$ cat src/rtl/wash_cycle_ctrl.sv
// wash_cycle_ctrl: coin-operated washing-machine sequencer.
// Accumulates coin credit, launches one of NUM_MODES programmes (mode k costs
// k+1 coins), times the soak/wash/rinse/spin phases internally, supports
// pause / lid interlock, sticky errors, and refunds remaining credit on cancel.
module wash_cycle_ctrl #(
    parameter int NUM_MODES = 3,
    parameter int CREDIT_W  = 4,
    parameter int TIMER_W   = 16,
    parameter int SOAK_CYC  = 100,
    parameter int WASH_CYC  = 200,
    parameter int RINSE_CYC = 100,
    parameter int SPIN_CYC  = 50,
    localparam int MODE_W   = (NUM_MODES > 1) ? $clog2(NUM_MODES) : 1
) (
    input  logic                 clk,
    input  logic                 rst,
    input  logic                 coin,
    input  logic [NUM_MODES-1:0] mode_sel,
    input  logic                 start,
    input  logic                 cancel,
    input  logic                 pause,
    input  logic                 lid_open,
    output logic                 idle,
    output logic                 ready,
    output logic                 soak,
    output logic                 wash,
    output logic                 rinse,
    output logic                 spin,
    output logic                 paused,
    output logic                 done,
    output logic                 error,
    output logic                 coin_rtrn,
    output logic                 coin_rej,
    output logic [CREDIT_W-1:0]  credit,
    output logic [MODE_W-1:0]    mode_q,
    output logic [TIMER_W-1:0]   time_left
);

    typedef enum logic [3:0] {
        S_IDLE   = 4'd0,
        S_READY  = 4'd1,
        S_SOAK   = 4'd2,
        S_WASH   = 4'd3,
        S_RINSE  = 4'd4,
        S_SPIN   = 4'd5,
        S_PAUSE  = 4'd6,
        S_DONE   = 4'd7,
        S_ERROR  = 4'd8,
        S_REFUND = 4'd9
    } state_t;

    localparam logic [CREDIT_W-1:0] CMAX = '1;

    state_t               state, state_nxt;
    state_t               saved, saved_nxt;
    logic [CREDIT_W-1:0]  credit_nxt;
    logic [MODE_W-1:0]    mode_nxt;
    logic [TIMER_W-1:0]   time_nxt;
    logic                 coin_ok;
    logic [31:0]          sel_count;
    logic [MODE_W-1:0]    sel_idx;
    state_t               adv;
    state_t               first_phase;

    // Countdown reload value (duration - 1) for a phase; wash scales with the mode.
    function automatic logic [TIMER_W-1:0] phase_load(input state_t ph,
                                                       input logic [MODE_W-1:0] m);
        logic [31:0] d;
        case (ph)
            S_SOAK:  d = 32'(SOAK_CYC);
            S_WASH:  d = 32'(WASH_CYC) * (32'(m) + 32'd1);
            S_RINSE: d = 32'(RINSE_CYC);
            S_SPIN:  d = 32'(SPIN_CYC);
            default: d = 32'd1;
        endcase
        d = d - 32'd1;
        return d[TIMER_W-1:0];
    endfunction

    // Phase that follows a running phase once its countdown expires.
    function automatic state_t next_phase(input state_t ph);
        case (ph)
            S_SOAK:  return S_WASH;
            S_WASH:  return S_RINSE;
            S_RINSE: return S_SPIN;
            default: return S_DONE;
        endcase
    endfunction

    // Coins beyond a full credit counter bounce straight back to the customer.
    assign coin_rej = coin && (credit == CMAX);
    assign coin_ok  = coin && (credit != CMAX);

    // Sequential state: controller state, saved phase, credit, mode and timer.
    always_ff @(posedge clk or posedge rst) begin
        if (rst) begin
            state     <= S_IDLE;
            saved     <= S_IDLE;
            credit    <= '0;
            mode_q    <= '0;
            time_left <= '0;
        end else begin
            state     <= state_nxt;
            saved     <= saved_nxt;
            credit    <= credit_nxt;
            mode_q    <= mode_nxt;
            time_left <= time_nxt;
        end
    end

    // Next-state logic including credit accounting and phase countdown.
    always_comb begin
        state_nxt   = state;
        saved_nxt   = saved;
        credit_nxt  = credit + CREDIT_W'(coin_ok);
        mode_nxt    = mode_q;
        time_nxt    = time_left;
        sel_count   = 32'd0;
        sel_idx     = '0;
        adv         = next_phase(state);
        first_phase = S_WASH;

        for (int i = 0; i < NUM_MODES; i++) begin
            if (mode_sel[i]) begin
                sel_count = sel_count + 32'd1;
                sel_idx   = MODE_W'(i);
            end
        end

        case (state)
            S_IDLE: begin
                // A coin arriving in the last refund/done cycle still gets a session.
                if (credit_nxt != '0) state_nxt = S_READY;
            end
            S_READY: begin
                if (cancel) begin
                    state_nxt = S_REFUND;
                    time_nxt  = '0;
                end else if (start && !lid_open) begin
                    if (sel_count != 32'd1 ||
                        32'(credit) < (32'(sel_idx) + 32'd1)) begin
                        state_nxt = S_ERROR;
                    end else begin
                        first_phase = (sel_idx == '0) ? S_WASH : S_SOAK;
                        mode_nxt    = sel_idx;
                        credit_nxt  = credit - CREDIT_W'(sel_idx) - CREDIT_W'(1)
                                      + CREDIT_W'(coin_ok);
                        state_nxt   = first_phase;
                        time_nxt    = phase_load(first_phase, sel_idx);
                    end
                end
            end
            S_SOAK, S_WASH, S_RINSE, S_SPIN: begin
                if (cancel) begin
                    state_nxt = S_REFUND;
                    time_nxt  = '0;
                end else if (pause || lid_open) begin
                    state_nxt = S_PAUSE;
                    saved_nxt = state;
                end else if (time_left == '0) begin
                    state_nxt = adv;
                    time_nxt  = (adv == S_DONE) ? '0 : phase_load(adv, mode_q);
                end else begin
                    time_nxt = time_left - TIMER_W'(1);
                end
            end
            S_PAUSE: begin
                if (cancel) begin
                    state_nxt = S_REFUND;
                    time_nxt  = '0;
                end else if (!pause && !lid_open) begin
                    state_nxt = saved;
                end
            end
            S_DONE: begin
                state_nxt = (credit_nxt != '0) ? S_READY : S_IDLE;
            end
            S_ERROR: begin
                if (cancel) begin
                    state_nxt = S_REFUND;
                    time_nxt  = '0;
                end
            end
            S_REFUND: begin
                if (credit != '0) begin
                    credit_nxt = credit - CREDIT_W'(1) + CREDIT_W'(coin_ok);
                end else begin
                    state_nxt = S_IDLE;
                end
            end
            default: begin
                state_nxt = S_IDLE;
            end
        endcase
    end

    // Moore decode of the state indicators and refund pulse.
    always_comb begin
        idle      = 1'b0;
        ready     = 1'b0;
        soak      = 1'b0;
        wash      = 1'b0;
        rinse     = 1'b0;
        spin      = 1'b0;
        paused    = 1'b0;
        done      = 1'b0;
        error     = 1'b0;
        coin_rtrn = 1'b0;
        case (state)
            S_IDLE:   idle      = 1'b1;
            S_READY:  ready     = 1'b1;
            S_SOAK:   soak      = 1'b1;
            S_WASH:   wash      = 1'b1;
            S_RINSE:  rinse     = 1'b1;
            S_SPIN:   spin      = 1'b1;
            S_PAUSE:  paused    = 1'b1;
            S_DONE:   done      = 1'b1;
            S_ERROR:  error     = 1'b1;
            S_REFUND: coin_rtrn = (credit != '0);
            default:  idle      = 1'b0;
        endcase
    end

endmodule

$ cat config.mk
export PLATFORM = sky130hd
export DESIGN_NAME = wash_cycle_ctrl
export DESIGN_NICKNAME = d
export VERILOG_FILES = /design/src/rtl/wash_cycle_ctrl.sv
export SDC_FILE = /design/constraint.sdc
export NUM_CORES = 1
export LEC_CHECK = 0
export CAP_MARGIN = 20
export CELL_PAD_IN_SITES_DETAIL_PLACEMENT = 1
export CELL_PAD_IN_SITES_GLOBAL_PLACEMENT = 2
export CORE_MARGIN = 8
export CORE_UTILIZATION = 29
export DETAILED_ROUTE_END_ITERATION = 6
export PLACE_DENSITY = 0.87
export SETUP_SLACK_MARGIN = 0.15
export SLEW_MARGIN = 5
export SYNTH_ARGS = -nofsm -noshare
export SYNTH_HDL_FRONTEND = slang
export SYNTH_SLANG_ARGS = --single-unit
$ cat constraint.sdc
create_clock -name clk -period 2.56 [get_ports clk]
set_input_delay 0.512 -clock clk [delete_from_list [all_inputs] [get_ports clk]]
set_output_delay 0.512 -clock clk [all_outputs]
set_load 0.01 [all_outputs]
---- Word-level counts from Yosys, hierarchy flattened ----
Cells that the tools add are included.
storage, ports and cells
  logic and storage cells ................. 129
  memories ................................ 0
  bits in registers ....................... 30
  bits in read-only memories .............. 0
  memory bits (writable) .................. 0
  bits in latches ......................... 0
operators by class
  eq/ne operators ......................... 30
  reduce and logical (&&, ||, !) cells .... 22
  $add $sub $neg .......................... 13
  multipliers ............................. 2
  divide/modulo/power cells ............... 0
  $lt $le $gt $ge ......................... 1
  shift operators ......................... 0
  multiplexer cells ....................... 54
  bitwise operators ....................... 2
operators with widths
  cell                                                                      number
  16-bit two-way mux                                                        16
  11-bit one-hot mux with 3 select lines                                    2
  32-bit by 1-bit adder with 32-bit output, second input constant           2
  32-bit two-way mux                                                        2
  4-bit two-way mux                                                         15
  16-bit one-hot mux with 3 select lines                                    1
  16-bit by 1-bit subtractor with 16-bit output, second input constant      3
  4-bit by 32-bit < comparator with 1-bit output                            1
  32-bit by 1-bit inequality test with 1-bit output, second input constant  1
  4-bit by 3-bit equality test with 1-bit output, second input constant     7
  4-bit one-hot mux with 7 select lines                                     1
  4-bit by 2-bit equality test with 1-bit output, second input constant     4
  16-bit logical NOT                                                        1
  5-bit by 3-bit multiplier with 8-bit output, first input constant         2
  1-bit two-way mux                                                         14
  4-bit by 1-bit adder with 4-bit output                                    3
  4-bit equality test, second input constant                                3
  3-bit inequality test, second input constant                              4
  3-bit one-hot mux with 3 select lines                                     1
  4-bit inequality test, second input constant                              2
  4-bit one-hot mux with 2 select lines                                     1
  4-bit nonzero test                                                        2
  4-bit by 1-bit subtractor with 4-bit output, second input constant        2
  2-bit by 1-bit adder with 3-bit output, second input constant             2
  other kinds (20)                                                          32

---- Longest topological paths before layout ----
Gate-level depths: netlist of the first run.
  word-level depth ........................ 16
  depth in mapped cells ................... 12

---- Least setup slack after synthesis of the first run ----
No wires, ideal clock.
  kind .................................... register to register
  start point ............................. register credit[2]
  end point ............................... register state[0]
  buffers on the path ..................... 1
  period minus slack after synthesis ...... 2.530 ns
  data arrival time ....................... 2.405 ns
  data required time ...................... 2.435 ns
  setup slack ............................. 0.030 ns
  setup time .............................. 0.125 ns
  stages on the path, launching flop included .. 13
  cell sequence ........................... dfrtp_1 > clkbuf_1 > nand4_1 > nand2_1 > inv_1 > ha_1 > ha_1 > nor2_1 > nand3_1 > o22ai_1 > a32oi_1 > nand2_2 > mux2_4
on the way
  word-level cells in the longest chain between the ends .. 6
  elaborated cells between the ends (all ways) .. 15
  those cells by class .................... 1 x add/sub; 1 x order compare; 3 x eq/ne; 5 x mux; 5 x reduce/logical
RTL lines
  element                                                                                         line           source
  start: declaration                                                                              34             output logic [CREDIT_W-1:0] credit,
  start signal: assignment                                                                        105            credit <= credit_nxt;
  4-bit by 32-bit < comparator with 1-bit output / 4-bit inequality test (equally long branches)  141, 92
  1-bit logical OR / 1-bit logical AND (equally long branches)                                    140, 92
  4-bit two-way mux / 4-bit by 1-bit adder with 4-bit output (equally long branches)              140, 115
  4-bit two-way mux / 4-bit nonzero test (equally long branches)                                  139, 133, 176
  4-bit two-way mux, or another cell as far along                                                 136            if (cancel) begin
  4-bit one-hot mux with 7 select lines / 6-bit AND reduction (equally long branches)             --
  end signal: assignment                                                                          103            state <= state_nxt;
  end: declaration                                                                                54             state_t state, state_nxt;
Several ways; a longest one is shown, not always the timed one. The select of a mux whose other input is x is not followed.
A chain may end at the register's enable or synchronous reset.

---- Worst setup path after layout of the first run ----
  start point ............................. input coin
  end point ............................... register state[1]
on the way
  word-level cells in the longest chain between the ends .. 5
RTL lines
  element                                 line  source
  start: declaration                      17    input logic coin,
  1-bit logical AND                       92    assign coin_ok = coin && (credit != CMAX);
  4-bit by 1-bit adder with 4-bit output  115   credit_nxt = credit + CREDIT_W'(coin_ok);
  4-bit nonzero test                      133   if (credit_nxt != '0) state_nxt = S_READY;
  2-bit inequality test (no source line)  --
  6-bit AND reduction (no source line)    --
Every way passes these cells.

==> results of run 1 <==
-- area by class of cell --
type	count	area [µm²]	share of cell area
multi-input combinational	266	1973	0.5021
timing repair buffer	98	847.1	0.2155
sequential	30	755.7	0.1923
tap	129	161.4	0.04107
inverter	27	101.3	0.02579
clock buffer	7	86.33	0.02197
clock inverter	1	5.005	0.001273
-- cells in the final DEF, fill, tap and decap left out, types with 3 or more instances in the layout --
cell type,Yosys,layout
buf_4,2,54
nand2_1,34,32
clkdlybuf4s50_1,0,31
dfrtp_1,30,26
inv_1,27,25
o21ai_0,26,24
nor2_1,25,22
a21oi_1,17,17
ha_1,16,14
nor3_1,13,13
xnor2_1,9,9
nor2b_1,9,8
nand2b_1,8,8
dlygate4sd2_1,0,8
nand3_1,8,7
clkbuf_8,0,6
a21o_1,5,5
o31ai_1,4,4
and3_1,4,4
o221ai_1,4,4
nor4_1,6,4
o22ai_1,6,4
dfrtp_2,0,4
or3_1,3,3
a32o_1,3,3
mux2_2,3,3
a22o_1,3,3
nand2_2,1,3
nand4_1,3,3
mux2_4,3,3
o22a_1,3,3
a31oi_1,3,3
dlymetal6s2s_1,0,3
-- routing by layer --
metal	wire length [µm]	vias up	track usage	part of all wire
li1	-	1413	-	-
met1	4330	1449	0.1809	0.44
met2	4948	55	0.2698	0.51
met3	397	8	0.03275	0.041
met4	85	0	0.03552	0.0087
met5	0	-	0	0
-- cell usage after synthesis (all sizes together), types with 8 or more instances --
cell,instances
nand2,35
dfrtp,30
o21ai,28
inv,27
nor2,25
a21oi,17
ha,16
nor3,14
buf,10
clkbuf,9
nand3,9
nor2b,9
xnor2,9
nand2b,8
-- cells by family after synthesis --
family | after synthesis
buf+inv | 46
compound gates | 93
other cells | 1
simple gates | 136
xor+xnor | 9
mux | 8
flops | 30
fa+ha+maj | 18
-- power by group through the flow --
stage	Combinational, mW	Clock [mW]	Sequential, mW
6_report	3.29	0.406	0.850
3_5_place_dp	3.02	0	0.866
2_1_floorplan	1.73	0	0.869
4_1_cts	3.15	0.417	0.851
3_3_place_gp	2.94	0	0.850
5_1_grt	3.61	0.432	0.880
-- state kept, by name (all words and copies together) (netlist names) --
| register | flops |
|---|---|
| credit | 4 |
| time_left | 16 |
| state | 4 |
| mode_q | 2 |
| saved | 4 |
-- path summary, 6_finish.rpt --
| check | end | cells past startpoint |
|---|---|---|
| worst max-delay path | state[1] | 11 |
| worst min-delay path | saved[3] | 1 |
| worst max register to register | state[1] | 11 |
| worst min register to register | saved[3] | 1 |
| max in group asynchronous | mode_q[0] | 3 |
| min in group asynchronous | saved[2] | 3 |
-- worst max-delay path, stage by stage --
cell and delay [ns]:
clkdlybuf4s50_1 0.50, nand2_2 0.07, inv_1 0.09, ha_4 0.15, ha_4 0.21, nor2_4 0.12
nand3_2 0.08, o22ai_2 0.23, a32oi_2 0.09, nand2_2 0.17, mux2_4 0.32
-- stage by stage --
step / util / instances / instance area (µm²)
final: 0.4253 / 558 / 3930
after global routing: 0.4253 / 558 / 3930
after CTS: 0.4138 / 555 / 3824
after detailed placement: 0.3924 / 542 / 3626
after global placement: 0.3924 / 542 / 3626
after floorplan: - / 341 / 2758
-- repair_timing --
item | in CTS | in global routing
hold endpoints to repair | 0 | 0
gates resized for setup | 30 | 18
endpoints found under the setup margin | 27 | 15
pin swaps | 5 | 3
gates cloned | 0 | 1
buffers inserted | 5 | 2
==> metrics.cfg, run 1 <==
[pwr]
swShare = 0.4669
ir_drop_mv = 0.6356
power_frac_comb = 0.723
p_clk_frac = 0.089
total_power_mw = 4.543
p_switching_mw = 2.121
leakage_nw = 1.769
seqPwrFrac = 0.187
p_int_mw = 2.422
p_per_area_nw_per_um2 = 1156

[floorplan]
fp.dieArea_um2 = 12870
die_w_um = 113.5
core_area_um2 = 9240
ios = 43
num_rows = 35
initial_core_util = 0.2980
die_height_um = 113.5

[clock_network]
root_buffer = clkbuf_8
cts_tree = done
cts.sink_count = 30
cts.clk_slew.worst_paths_ns = 0.06
clkLatencyLatePin_ns = 0.29
numCtsBuffers = 5
holdBufCountCts = 0
htreeDepth = 2
clockBufferDepth = 2

[sta]
worst_slew_pin_slew_ns = 0.7274
fin_skew_ns = 0.008644
fmax_mhz = 420.6
rsz0062_at_grt = true
fin_crit_sh = 0.9288
min_period_ns = 2.378
hold_ws_ns = 0.5149
setup_tns_ns = 0
worst_slack_ns = 0.1822
max_slew_margin = 0.5113
slew_violations = 0
setup_viol = 0
timing.final.hold_violations = 0

[synth]
synth_cell_types = 65
synth-main-ff-cell = dfrtp_1
synth-xor-area-share = 0.02862
synth-simple-area-share = 0.2799
synth_top_family_by_area = simple AND/OR/NAND/NOR gates
yosys_warnings = 0
yosysTopAreaCellShare = 0.2726
synth_area_um2 = 2754
avgSynthCellArea_um2 = 8.076
synth_edf_count = 0
synth_area_leaders = dfrtp_1, ha_1, o21ai_0, nand2_1, inv_1
synth-seq-cells = 30
synth_cells = 341
synthAdderAreaFrac = 0.08723
syn-num-nets = 369
synth_compound_area_frac = 0.2249
yosysTopAreaCell = dfrtp_1
async_reset_ff_frac = 1.000
synth.area.mux_share = 0.03589
ys_seq_area_frac = 0.2726

[placed_design]
hpwl_um = 7276
place_ws_ns = -0.3763
gp_congestion = 0.8039
port_buffers = 42

[critical_path]
critPathCaptureType = register
crit_arrival_ns = 2.54
crit_fanout = 4
r2r_start = credit[0]
r2r_slack_ns = 0.28
path_class = primary input to register
required_ns = 2.72
worst_setup_path_start_kind = primary input
startpoint = coin

[detailed_routing]
drt_iter0_drc = 114
drc = 0
dr.pass1.iters = 4
post_drt_via_cell_ratio = 5.242
routed_wl_um = 9762
avgRoutedWirePerCell_um = 17.49
vias = 2925
drtAntennaViolNets = 0

[hold_path]
hold_start = saved[3]
hold_class = register to register

[global_route]
grt_usage = 0.1514
first_global_vias = 3164
grt_max_degree = 31
grt_overflow_total = 0
grt_pass1_wl_um = 15930
antenna_found_initial = 0

[outcome]
status = finished, final reports clean

[final_layout]
final_layout_size_suffix_gt1_frac = 0.2494
fill_cells = 1116
antenna_cells = 0
fin_nets = 456
area_growth_pct = 42.71

[flow_run]
maxCapViolations = 0

Note: power is estimated with default switching activity, not from simulation.
==> run 2: changes to the inputs <==
CTS_CLUSTER_SIZE = 25   (was not set)
==> results of run 2 <==
The final DEF is identical to that of run 1; final timing and power are the same.
==> run 3: changes to the inputs <==
CELL_PAD_IN_SITES_GLOBAL_PLACEMENT = 1   (was 2)
CORE_ASPECT_RATIO = 1.5   (was not set)
CORE_UTILIZATION = 37   (was 29)
PLACE_DENSITY = 0.88   (was 0.87)
==> run 3 against run 2 <==
Compared with the run above: via count increased by 5.4%; core utilization increased by 12 points; register-to-register slack got worse by 0.06 ns; critical path type unchanged.
==> metrics.cfg, run 3 (synthesis results as in run 1) <==
[clock_network]
holdBufCountCts = 0
htreeDepth = 2
clkLatencyLatePin_ns = 0.30
cts.clk_slew.worst_paths_ns = 0.07
numCtsBuffers = 5
root_buffer = clkbuf_8
cts.sink_count = 30
cts_tree = done
clockBufferDepth = 2

[global_route]
grt_pass1_wl_um = 16270
grt_overflow_total = 0
first_global_vias = 3210
grt_usage = 0.1950
antenna_found_initial = 0
grt_max_degree = 31

[pwr]
total_power_mw = 4.688
p_per_area_nw_per_um2 = 1192
ir_drop_mv = 0.6436
leakage_nw = 1.729

[final_layout]
largest-register = time_left
area_growth_pct = 42.80
largest_reg_flops = 16
final_layout_size_suffix_gt1_frac = 0.2757
final_cells = 528
fin_nets = 455
final_common_cell = buf_4
layout_common_cells = buf_4, clkdlybuf4s50_1, nand2_1, o21ai_0, dfrtp_1
antenna_cells = 0

[hold_path]
hold_start = time_left[12]
hold_class = register to register

[detailed_routing]
drtAntennaViolNets = 0
post_drt_via_cell_ratio = 5.841
top_layer_used = met4
dr.pass1.iters = 4
drt_iter0_drc = 96
vias = 3084
met2_length_um = 5877
avgRoutedWirePerCell_um = 20.87
drc = 0
routed_wl_um = 11020
wl_met1_um = 4036
met3_length_um = 451

[sta]
rsz0062_at_grt = false
setup_viol = 0
fin_crit_sh = 0.9329
max_slew_margin = 0.6142
fmax_mhz = 418.7
fin_skew_ns = 0.01683
min_period_ns = 2.388
timing.final.hold_violations = 0
worst_slew_pin_slew_ns = 0.5756
slew_violations = 0

[critical_path]
slowest_stage = clkdlybuf4s50_1
critPathCaptureType = register
path_class = primary input to register
endpoint = state[2]
timing.rr.end = state[2]
worst_setup_path_start_kind = primary input
r2r_slack_ns = 0.22
r2r_start = credit[0]
required_ns = 2.73
startpoint = coin
slowest_delay_ns = 0.50
crit_chain = clkdlybuf4s50_1, nand2_2, inv_2, ha_4, ha_4, nor2_2, nand3_1, o22ai_2, a32oi_2, nand2_2, mux2_4
reg2reg_depth = 11
crit_fanout = 4
crit_arrival_ns = 2.56

[placed_design]
gp_congestion = 0.8271
hpwl_um = 7515
port_buffers = 42
dp_cells = 507

[floorplan]
die_w_um = 86.44
fp.dieArea_um2 = 10520
initial_core_util = 0.3811
num_rows = 38
core_area_um2 = 7227
ios = 43
die_height_um = 121.7

[outcome]
status = finished, final reports clean

[flow_run]
maxCapViolations = 0

run 3: area by class of cell:
type | instances | area, µm²
Inverter | 27 | 101.3
Fill cell | 893 | 3294
Clock buffer | 7 | 86.33
Sequential cell | 30 | 758.2
Clock inverter | 1 | 5.005
Timing Repair Buffer | 98 | 847.1
Tap cell | 100 | 125.1
Multi-Input combinational cell | 265 | 2009
run 3: how the worst min path moves through the flow:
stage,cells past startpoint,end,slack [ns]
finish,1,time_left[12],0.52
floorplan,1,saved[3],0.46
global placement,1,time_left[12],0.50
global route,1,saved[0],0.55
CTS,1,saved[0],0.52
detailed placement,1,saved[0],0.51
run 3: critical path, delay by kind of cell:
| kind | cells | cell delay [ns] |
|---|---|---|
| AO/OA/AOI/OAI | 2 | 0.30 |
| adder cells (fa/ha/maj) | 2 | 0.35 |
| buffers and inverters | 2 | 0.59 |
| multiplexers | 1 | 0.31 |
| AND/OR/NAND/NOR | 4 | 0.49 |
run 3: per-stage QoR:
step                      TNS (ns)  worst slack (ns)  area [µm²]  utilization  hold slack (ns)
after floorplan                  0            0.1528        2758            -           0.4646
after global placement      -3.609           -0.2444        3545       0.4905           0.5006
after detailed placement    -7.785           -0.4838        3545       0.4905           0.5064
after CTS                        0            0.1138        3717       0.5144           0.5214
after global routing             0            0.1074        3933       0.5441           0.5543
final                            0            0.1717        3933       0.5441           0.5197
run 3: timing repair:
item	CTS	global route
gates cloned	0	0
setup buffers	3	10
pin swaps	5	10
resized for setup	30	28
setup endpoints to repair	32	19
run 3: routing by layer:
| metal | global-route usage | up-vias |
|---|---|---|
| met5 | 0 | - |
| met1 | 0.1966 | 1515 |
| li1 | - | 1403 |
| met2 | 0.3621 | 119 |
| met4 | 0.1126 | 0 |
| met3 | 0.03641 | 47 |
run 3: report_power, final:
part | internal, mW | total (mW) | switching, mW | leakage [nW]
clock | 0.217 | 0.422 | 0.205 | 0.0482
combinational | 1.57 | 3.38 | 1.81 | 1.30
sequential | 0.649 | 0.888 | 0.239 | 0.381
total | 2.44 | 4.69 | 2.25 | 1.73
